==> config.mk <==
export PLATFORM = sky130hd
export DESIGN_NAME = mat_cmd_rx_flat
export DESIGN_NICKNAME = d
export VERILOG_FILES = /design/src/rtl/mat_cmd_rx_pkg.sv /design/src/rtl/mat_cmd_rx_if.sv /design/src/rtl/mat_cmd_rx_asm.sv /design/src/rtl/mat_cmd_rx.sv /design/src/flat_wrapper.sv
export SDC_FILE = /design/constraint.sdc
export NUM_CORES = 1
export LEC_CHECK = 0
export CAP_MARGIN = 20
export CORE_MARGIN = 2
export CORE_UTILIZATION = 61
export DETAILED_ROUTE_END_ITERATION = 10
export GPL_TIMING_DRIVEN = 0
export PLACE_DENSITY = 0.85
export RECOVER_POWER = 50
export REMOVE_ABC_BUFFERS = 1
export SLEW_MARGIN = 15
export SYNTH_ARGS = -nofsm -noshare
export SYNTH_HDL_FRONTEND = slang
export SYNTH_HIERARCHICAL = 1
export SYNTH_SLANG_ARGS = --single-unit
==> constraint.sdc <==
create_clock -name clk -period 9 [get_ports clk]
set_clock_uncertainty 0.1 [all_clocks]
set_input_delay 0.9 -clock clk [delete_from_list [all_inputs] [get_ports clk]]
set_output_delay 0.9 -clock clk [all_outputs]
set_load 0.01 [all_outputs]
==> src/rtl/mat_cmd_rx_pkg.sv <==
// mat_cmd_pkg: opcode/response constants, FSM states and dimension check for the command front end.
package mat_cmd_pkg;
  localparam logic [7:0] OP_MATRIX_MULT = 8'h4D;
  localparam logic [7:0] ACK = 8'h06;
  localparam logic [7:0] NAK = 8'h15;
  typedef enum logic [2:0] {IDLE, DIMS, CHECK, TX, LOAD_A, LOAD_B, START, WAIT_CALC} st_e;
  function automatic logic dims_legal(input logic [7:0] ah, aw, bh, bw, max);
    return ah != 8'd0 && ah <= max && aw != 8'd0 && aw <= max &&
           bh != 8'd0 && bh <= max && bw != 8'd0 && bw <= max && aw == bh;
  endfunction
endpackage

==> src/rtl/mat_cmd_rx_if.sv <==
// mat_cmd_rx_if: UART, operand-buffer and engine handshake bundle of the command front end.
interface mat_cmd_rx_if #(parameter int ADDR_W = 6);
  logic              rx_valid;
  logic [7:0]        rx_data;
  logic              tx_send;
  logic [7:0]        tx_data;
  logic              tx_done;
  logic              wr_en;
  logic              wr_sel;
  logic [ADDR_W-1:0] wr_addr;
  logic [31:0]       wr_data;
  logic [7:0]        a_height;
  logic [7:0]        a_width;
  logic [7:0]        b_height;
  logic [7:0]        b_width;
  logic              start;
  logic              calc_done;
  logic              busy;
  logic              err;
  modport master (
    input  rx_valid, rx_data, tx_done, calc_done,
    output tx_send, tx_data, wr_en, wr_sel, wr_addr, wr_data,
           a_height, a_width, b_height, b_width, start, busy, err
  );
  modport slave (
    output rx_valid, rx_data, tx_done, calc_done,
    input  tx_send, tx_data, wr_en, wr_sel, wr_addr, wr_data,
           a_height, a_width, b_height, b_width, start, busy, err
  );
endinterface

==> src/rtl/mat_cmd_rx_asm.sv <==
// fp_byte_assembler: packs four MSB-first bytes into a 32-bit word, flagging it the cycle after the 4th byte.
module fp_byte_assembler (
  input  logic        clk,
  input  logic        rst_n,
  input  logic        i_clear,
  input  logic        i_valid,
  input  logic [7:0]  i_byte,
  output logic        o_word_valid,
  output logic [31:0] o_word
);
  logic [31:0] r_sh;
  logic [1:0]  r_cnt;
  logic        r_wv;
  always_ff @(posedge clk or negedge rst_n) begin
    if (!rst_n) begin
      r_sh  <= '0;
      r_cnt <= '0;
      r_wv  <= 1'b0;
    end else if (i_clear) begin
      r_sh  <= '0;
      r_cnt <= '0;
      r_wv  <= 1'b0;
    end else begin
      r_wv <= i_valid && r_cnt == 2'd3;
      if (i_valid) begin
        r_sh  <= {r_sh[23:0], i_byte};
        r_cnt <= r_cnt + 2'd1;
      end
    end
  end
  assign o_word_valid = r_wv;
  assign o_word       = r_sh;
endmodule

==> src/rtl/mat_cmd_rx.sv <==
// mat_cmd_rx: decodes the MATRIX_MULT command, answers ACK/NAK, loads A/B operand words and starts the engine.
module mat_cmd_rx
  import mat_cmd_pkg::*;
#(
  parameter int MAX_DIM     = 8,
  parameter int ADDR_W      = 6,
  parameter int TIMEOUT_CYC = 1000000
) (
  input logic         clk,
  input logic         rst_n,
  mat_cmd_rx_if.master bus
);
  st_e               r_state, w_next;
  logic [1:0]        r_didx;
  logic [ADDR_W-1:0] r_elem;
  logic [7:0]        r_ah, r_aw, r_bh, r_bw, r_txd;
  logic              r_txs, r_err, r_ok, r_done_q;
  logic [31:0]       r_tmo;
  logic              w_rx, w_op, w_dw, w_load, w_timed, w_tmo, w_rise, w_wr, w_last, w_legal;
  logic              w_word_valid;
  logic [31:0]       w_word;
  assign w_rx    = bus.rx_valid;
  assign w_op    = w_rx && bus.rx_data == OP_MATRIX_MULT;
  assign w_dw    = r_state == DIMS && w_rx;
  assign w_load  = r_state == LOAD_A || r_state == LOAD_B;
  assign w_timed = r_state == DIMS || w_load;
  // a byte in the same cycle as expiry wins, hence the !w_rx term
  assign w_tmo   = w_timed && !w_rx && r_tmo == 32'(TIMEOUT_CYC - 1);
  assign w_rise  = bus.tx_done && !r_done_q;
  assign w_wr    = w_word_valid && w_load;
  assign w_last  = 8'(r_elem) + 8'd1 == (r_state == LOAD_A ? r_ah * r_aw : r_bh * r_bw);
  assign w_legal = dims_legal(r_ah, r_aw, r_bh, r_bw, 8'(MAX_DIM));
  fp_byte_assembler u_asm (
    .clk         (clk),
    .rst_n       (rst_n),
    .i_clear     (!w_load),
    .i_valid     (w_rx && w_load),
    .i_byte      (bus.rx_data),
    .o_word_valid(w_word_valid),
    .o_word      (w_word)
  );
  always_ff @(posedge clk or negedge rst_n) begin
    if (!rst_n) r_state <= IDLE;
    else r_state <= w_next;
  end
  always_comb begin
    w_next = r_state;
    case (r_state)
      IDLE:      w_next = w_op ? DIMS : IDLE;
      DIMS:      w_next = w_tmo ? IDLE : (w_dw && r_didx == 2'd3) ? CHECK : DIMS;
      CHECK:     w_next = TX;
      TX:        w_next = !w_rise ? TX : r_ok ? LOAD_A : IDLE;
      LOAD_A:    w_next = w_tmo ? IDLE : (w_wr && w_last) ? LOAD_B : LOAD_A;
      LOAD_B:    w_next = w_tmo ? IDLE : (w_wr && w_last) ? START : LOAD_B;
      START:     w_next = WAIT_CALC;
      WAIT_CALC: w_next = bus.calc_done ? IDLE : WAIT_CALC;
      default:   w_next = IDLE;
    endcase
  end
  always_ff @(posedge clk or negedge rst_n) begin
    if (!rst_n) begin
      r_didx   <= '0;
      r_elem   <= '0;
      r_ah     <= '0;
      r_aw     <= '0;
      r_bh     <= '0;
      r_bw     <= '0;
      r_txd    <= '0;
      r_txs    <= 1'b0;
      r_err    <= 1'b0;
      r_ok     <= 1'b0;
      r_done_q <= 1'b0;
      r_tmo    <= '0;
    end else begin
      r_done_q <= bus.tx_done;
      r_txs    <= r_state == CHECK;
      r_tmo    <= (w_timed && !w_rx && !w_tmo) ? r_tmo + 32'd1 : 32'd0;
      if (r_state == IDLE && w_op) begin
        r_err  <= 1'b0;
        r_didx <= '0;
        r_elem <= '0;
      end
      if (w_dw) r_didx <= r_didx + 2'd1;
      if (w_dw && r_didx == 2'd0) r_ah <= bus.rx_data;
      if (w_dw && r_didx == 2'd1) r_aw <= bus.rx_data;
      if (w_dw && r_didx == 2'd2) r_bh <= bus.rx_data;
      if (w_dw && r_didx == 2'd3) r_bw <= bus.rx_data;
      if (r_state == CHECK) begin
        r_ok  <= w_legal;
        r_txd <= w_legal ? ACK : NAK;
        if (!w_legal) r_err <= 1'b1;
      end
      if (w_wr) r_elem <= (r_state == LOAD_A && w_last) ? '0 : r_elem + ADDR_W'(1);
      if (w_tmo) r_err <= 1'b1;
    end
  end
  always_comb begin
    bus.tx_send  = r_txs;
    bus.tx_data  = r_txd;
    bus.wr_en    = w_wr;
    bus.wr_sel   = r_state == LOAD_B;
    bus.wr_addr  = r_elem;
    bus.wr_data  = w_word;
    bus.a_height = r_ah;
    bus.a_width  = r_aw;
    bus.b_height = r_bh;
    bus.b_width  = r_bw;
    bus.start    = r_state == START;
    bus.busy     = r_state != IDLE;
    bus.err      = r_err;
  end
endmodule

==> src/flat_wrapper.sv <==
// flat-port wrapper written by rule: the top's interface ports become plain ports
module mat_cmd_rx_flat import mat_cmd_pkg::*;
#(
  parameter int MAX_DIM     = 8,
  parameter int ADDR_W      = 6,
  parameter int TIMEOUT_CYC = 1000000
)
  (clk, rst_n, bus_rx_valid, bus_rx_data, bus_tx_done, bus_calc_done, bus_tx_send, bus_tx_data, bus_wr_en, bus_wr_sel, bus_wr_addr, bus_wr_data, bus_a_height, bus_a_width, bus_b_height, bus_b_width, bus_start, bus_busy, bus_err);
  mat_cmd_rx_if #(.ADDR_W(ADDR_W)) bus_i ();
  input logic clk;
  input logic rst_n;
  input wire logic [$bits(bus_i.rx_valid)-1:0] bus_rx_valid;
  input wire logic [$bits(bus_i.rx_data)-1:0] bus_rx_data;
  input wire logic [$bits(bus_i.tx_done)-1:0] bus_tx_done;
  input wire logic [$bits(bus_i.calc_done)-1:0] bus_calc_done;
  output wire logic [$bits(bus_i.tx_send)-1:0] bus_tx_send;
  output wire logic [$bits(bus_i.tx_data)-1:0] bus_tx_data;
  output wire logic [$bits(bus_i.wr_en)-1:0] bus_wr_en;
  output wire logic [$bits(bus_i.wr_sel)-1:0] bus_wr_sel;
  output wire logic [$bits(bus_i.wr_addr)-1:0] bus_wr_addr;
  output wire logic [$bits(bus_i.wr_data)-1:0] bus_wr_data;
  output wire logic [$bits(bus_i.a_height)-1:0] bus_a_height;
  output wire logic [$bits(bus_i.a_width)-1:0] bus_a_width;
  output wire logic [$bits(bus_i.b_height)-1:0] bus_b_height;
  output wire logic [$bits(bus_i.b_width)-1:0] bus_b_width;
  output wire logic [$bits(bus_i.start)-1:0] bus_start;
  output wire logic [$bits(bus_i.busy)-1:0] bus_busy;
  output wire logic [$bits(bus_i.err)-1:0] bus_err;
  assign bus_i.rx_valid = bus_rx_valid;
  assign bus_i.rx_data = bus_rx_data;
  assign bus_i.tx_done = bus_tx_done;
  assign bus_i.calc_done = bus_calc_done;
  assign bus_tx_send = bus_i.tx_send;
  assign bus_tx_data = bus_i.tx_data;
  assign bus_wr_en = bus_i.wr_en;
  assign bus_wr_sel = bus_i.wr_sel;
  assign bus_wr_addr = bus_i.wr_addr;
  assign bus_wr_data = bus_i.wr_data;
  assign bus_a_height = bus_i.a_height;
  assign bus_a_width = bus_i.a_width;
  assign bus_b_height = bus_i.b_height;
  assign bus_b_width = bus_i.b_width;
  assign bus_start = bus_i.start;
  assign bus_busy = bus_i.busy;
  assign bus_err = bus_i.err;
  mat_cmd_rx #(.MAX_DIM(MAX_DIM), .ADDR_W(ADDR_W), .TIMEOUT_CYC(TIMEOUT_CYC)) u_core (.clk(clk), .rst_n(rst_n), .bus(bus_i));
endmodule
**Word level (Yosys, flattened, before mapping)**

Cells that the tools add are included.

- Flip-flop bits (word level): 122
- Input bits: 13
- Output and inout port bits: 84
- Logic and storage cells: 109

- $add $sub $neg: 5
- Multipliers: 2
- Order comparisons: 4
- Equal/unequal tests: 16
- Multiplexer cells: 28
- Reduce and logical (&&, ||, !) cells: 38

Operators with widths:

| operator | number |
|---|---|
| $mux 32 | 3 |
| $add 32x1->32 const B | 1 |
| $eq 32x20->1 const B | 1 |
| $le 8x4->1 const B | 4 |
| $reduce_bool 8->1 | 4 |
| $logic_and 1x1->1 | 24 |
| $pmux 3 s8 | 1 |
| $mux 3 | 6 |
| $mux 6 | 3 |
| $eq 8x8->1 | 2 |
| $mul 8x8->8 | 2 |
| $eq 3x3->1 const B | 4 |
| $mux 2 | 6 |
| $eq 8x7->1 const B | 1 |
| $mux 8 | 1 |
| $add 6x1->7 const B | 1 |
| $mux 1 | 7 |
| $add 6x1->6 const B | 1 |
| $eq 2x2->1 const B | 3 |
| $eq 3x2->1 const B | 2 |
| $mux 5 | 1 |
| $add 2x1->2 const B | 2 |
| $reduce_bool 2->1 | 2 |
| $eq 3x1->1 const B | 1 |
| other kinds (7) | 10 |

**Logic depth before layout (Yosys ltp)**

- Depth in word-level cells: 12
- Gate-level depth with buffers: 18
- Mapped depth without buffers: 17

**Cells and area by module**

The synthesis kept the hierarchy.

Modules (own cells, without submodules):

| module | times used | cells each | area an instance (µm²) | sequential area each (µm²) |
|---|---|---|---|---|
| mat_cmd_rx | 1 | 596 | 5875.6 | 2026.9 |
| fp_byte_assembler | 1 | 114 | 1456.4 | 875.8 |

**Worst setup path before layout**

No wires, ideal clock.

- Path type: flip-flop to flip-flop
- Start: register u_core.r_bh[1], in the netlist u_core/bus.b_height[1]
- End: register u_core.r_elem[3], in the netlist u_core/bus.wr_addr[3]
- Setup time: 0.124 ns
- Arrival: 4.506 ns
- Data required time: 8.776 ns
- Path slack: 4.270 ns
- Stages on the path, launching flop included: 18
- Path buffers: 1
- Period minus slack after synthesis: 4.730 ns
- Path through: dfrtp_1 clkbuf_1 nand2_1 fa_1 fa_1 inv_1 fa_1 inv_1 fa_1 inv_1 ha_1 and3b_1 nor3_1 or3_2 a22oi_2 a31o_4 nor3_2 a211o_1

- Word-level cells in the longest chain between the ends: 6

RTL lines:

| item | line | text |
|---|---|---|
| from (decl) | mat_cmd_rx.sv:16 | `logic [7:0] r_ah, r_aw, r_bh, r_bw, r_txd;` |
| from (signal assigned) | mat_cmd_rx.sv:86 | `if (w_dw && r_didx == 2'd2) r_bh <= bus.rx_data;` |
| $mul 8x8->8 | mat_cmd_rx.sv:31 | `assign w_last = 8'(r_elem) + 8'd1 == (r_state == LOAD_A ? r_ah * r_aw : r_bh * r_bw);` |
| $mux 8 | mat_cmd_rx.sv:31 |  |
| $eq 8x8->1 | mat_cmd_rx.sv:31 |  |
| $logic_and 1x1->1 | mat_cmd_rx.sv:93 | `if (w_wr) r_elem <= (r_state == LOAD_A && w_last) ? '0 : r_elem + ADDR_W'(1);` |
| $mux 6 (2 in a row) | mat_cmd_rx.sv:93 |  |
| to (signal assigned) | mat_cmd_rx.sv:93 |  |
| to (decl) | mat_cmd_rx.sv:15 | `logic [ADDR_W-1:0] r_elem;` |

No other way between the ends.
A chain may end at the register's enable or synchronous reset.

==> summary.txt <==
Critical path
  – Crit-path leading delay family: buffers and inverters
  – Crit-path cells: clkbuf_1, clkbuf_1
  – Worst setup SP type: input pin
  – Bufs and invs on worst path: 2
  – WS Path Type: in2async
  – Critical Path Most Common Cell: clkbuf_1
  – Crit-path max cell delay: approximately 2600 ps
  – CP Max Fanout: 69
  – Critical path required time: 8600 ps
  – CP max stage cell: clkbuf_1
  – Crit path arrival time: around 5400 ps
  – Crit end category: asynchronous set/reset pin

Routing
  – DRC viols: 0
  – Final WL: between 15 and 20 mm
  – Antenna-violating nets left: 0
  – Vias: approximately 5.6k
  – Avg Vias per Cell: 5.918
  – Drt wl/cell: 18.57 µm
  – Initial DRT Pass Iterations: 5
  – First DRT Iteration DRCs: 400

GRT
  – GRT overflow: 0
  – Total Routing Usage GR: 29.20%
  – Initial antenna violation count: 0
  – First-pass GRT wire length: 29.57 mm
  – Largest net degree at the start of global routing: 70
  – Vias in the first global route: 6,024

Synth
  – Synth Instances: 710
  – Main combinational cell family by area after synthesis: simple AND/OR/NAND/NOR gates
  – Mux cell area share after synthesis: 9.966%
  – Synthesized area: 7332 µm²
  – Synth Area in Compound Gates: 3.294%
  – Synth Area in Simple Gates: 19.51%
  – FFs w/ async S/R, synth: 100.0%
  – XOR/XNOR Fraction of Synth Area: 9.471%
  – Number of synthesized flops with an enable pin: 0
  – Count of cell types in the netlist: 56
  – Post-Synth Adder-Cell Area: between 10% and 20%
  – Ys Warns: 6
  – Register area share after synthesis: 39.59%
  – Synthesized area per cell: 10.33 µm²
  – Primary FF master, synth: dfrtp_1
  – Seq cells post-synth: 116

STA
  – Hold WS: 364.8 ps
  – PnR worst setup slack: 3221 ps
  – Worst Tran Pin Value: 3565 ps
  – Slew Viols, Final: 119
  – Endpoints failing hold: 0
  – Setup_tns: 0 ps
  – # setup viols final: 0
  – Final min period: 5779 ps
  – Slew Limit Headroom: -137.7%
  – Period utilization: 64.21%
  – RSZ-0062 raised after global routing: no
  – Fmax: 173.0 MHz

Clock tree
  – Post_cts resized: 0
  – CTS tree: done
  – Hold_buf cts: 0
  – Num CTS Buffers: 17
  – CTS clock-pin slew for the worst setup and hold paths: ~50 ps
  – Clk Latency, worst-skew pair: around 400 ps
  – Clock Path Buffers: 2
  – H-tree levels: 4
  – Clock sink count: 116
  – Post-CTS Setup Repair Bufs: 0
  – CTS Root Cell: clkbuf_16

Run
  – Max_cap viols: 2

Final layout
  – N_diodes: 0
  – Fill count: 804
  – FF+latch area: 2903 µm²
  – Area growth, synth to finish: 20.27%
  – Nets: 870
  – Area occupied by multi-input gates: roughly 4000 µm²
  – Most frequent cells in the layout: 116 x dfrtp_1, 89 x clkdlybuf4s50_1, 75 x nor2_1
  – Most common cell after layout, fill and taps aside: dfrtp_1
  – Layout cells sized above 1: 9.429%
  – Final Cell Area: ~8800 µm²
  – Fin cells: 953
  – Final Core Density: 74.35%

Floorplan
  – Initial Util: 61.81%
  – I/O Pins: 97
  – Core area: around 12,000 µm²
  – Die Wd: 113.6 µm
  – Die Area: 12,910 µm²
  – Rows: 40
  – Die height: about 110 µm

Placed design
  – DP HPWL: 12.19 mm
  – Dpl cell area: approximately 8300 µm²
  – Final GP Congestion: between 0.8 and 0.9
  – Dpl ws: 4013 ps
  – Port buffer count: 92
  – Placed cells: 921

Outcome
  – Status: complete, but fails checks
  – Failing checks: capacitance limit, slew limit

Power
  – Worst vdd ir: 0.1957 mV
  – Leak Pwr: 4.088 nW
  – Power Total: 2.927 mW
  – P per Cell Area: 332.0 nW/µm²

Worst hold path
  – Hold Crit Class: reg2reg
==> logic make-up (layout without fill, tap and decap cells) <==
family	count (synthesis)	in the layout
DFF	116	116
muxes	69	69
buffers and inverters	67	160
and+or+nand+nor	286	286
other	1	4
AOI/OAI and AO/OA	35	35
adders and majority gates	63	63
xor gates and xnor gates	73	73
==> layer usage <==
layer | vias up | part of all wire [%] | global-route usage, %
li1 | 2538 | - | -
met1 | 2864 | 41 | 36.39
met2 | 197 | 52 | 49.86
met3 | 41 | 4.7 | 6.482
met4 | 0 | 2.4 | 11.54
met5 | - | 0 | 0
==> cell type report <==
| type | count | share of cell area (%) |
|---|---|---|
| multi-input combinational | 530 | 46.27 |
| sequential | 116 | 32.92 |
| timing repair buffer | 95 | 11.01 |
| clock buffer | 21 | 5.335 |
| tap | 147 | 2.086 |
| inverter | 34 | 1.447 |
| clock inverter | 10 | 0.9364 |
==> registers in the layout, indices dropped and copies added (netlist names), 2 cells and up <==
name / count
u_core/bus.b_height: 8
u_core/u_asm/o_word: 32
u_core/bus.tx_data: 3
u_core/bus.a_width: 8
u_core/r_tmo: 32
u_core/bus.b_width: 8
u_core/r_state: 3
u_core/r_didx: 2
u_core/bus.a_height: 8
u_core/u_asm/r_cnt: 2
u_core/bus.wr_addr: 6
==> worst paths after layout <==
check	startpoint	endpoint	slack, ps	cells past startpoint
max	rst_n	u_core/bus.tx_data[2]$_DFFE_PN0P_	3220	2
min	u_core/bus.tx_data[2]$_DFFE_PN0P_	u_core/bus.tx_data[2]$_DFFE_PN0P_	360	1
max reg2reg	u_core/bus.b_height[1]$_DFFE_PN0P_	u_core/bus.wr_addr[3]$_DFFE_PN0P_	3960	16
min reg2reg	u_core/bus.tx_data[2]$_DFFE_PN0P_	u_core/bus.tx_data[2]$_DFFE_PN0P_	360	1
max in group clk	u_core/bus.b_height[1]$_DFFE_PN0P_	u_core/bus.wr_addr[3]$_DFFE_PN0P_	3960	16
min in group asynchronous	rst_n	u_core/u_asm/o_word[31]$_DFFE_PN0P_	1190	1
==> Yosys cell counts, types with 2 or more instances <==
library cell / number / area share, %
and2_1: 46 / 3.9
xnor2_1: 38 / 4.5
nand4_1: 11 / 0.94
nand3_1: 21 / 1.4
buf_4: 6 / 0.61
inv_1: 34 / 1.7
a21oi_1: 9 / 0.61
mux2_2: 32 / 4.9
or3_2: 2 / 0.20
nor2_1: 75 / 3.8
or3_1: 3 / 0.26
buf_6: 4 / 0.61
xnor3_1: 4 / 1.2
dfrtp_1: 116 / 40
and3_2: 2 / 0.20
fa_1: 24 / 6.6
mux2i_1: 37 / 5.1
buf_12: 3 / 0.82
buf_2: 5 / 0.34
ha_1: 39 / 6.7
o21ai_0: 8 / 0.55
and3_1: 14 / 1.2
nand2_1: 73 / 3.7
xor2_1: 31 / 3.7
clkbuf_1: 14 / 0.72
nor4b_1: 3 / 0.36
a21o_1: 3 / 0.31
nand2b_1: 2 / 0.17
a211o_1: 2 / 0.24
nor3_1: 10 / 0.68
a31oi_1: 3 / 0.26
nor4_1: 8 / 0.68
and4_1: 5 / 0.60
==> where the power goes <==
group          leakage, nW  total [mW]  internal [mW]  switching (mW)
sequential            1.54       0.856          0.629           0.226
clock                0.270       0.624          0.396           0.229
combinational         2.28        1.45          0.719           0.728
No activity file was read; power rests on OpenSTA's default activity.
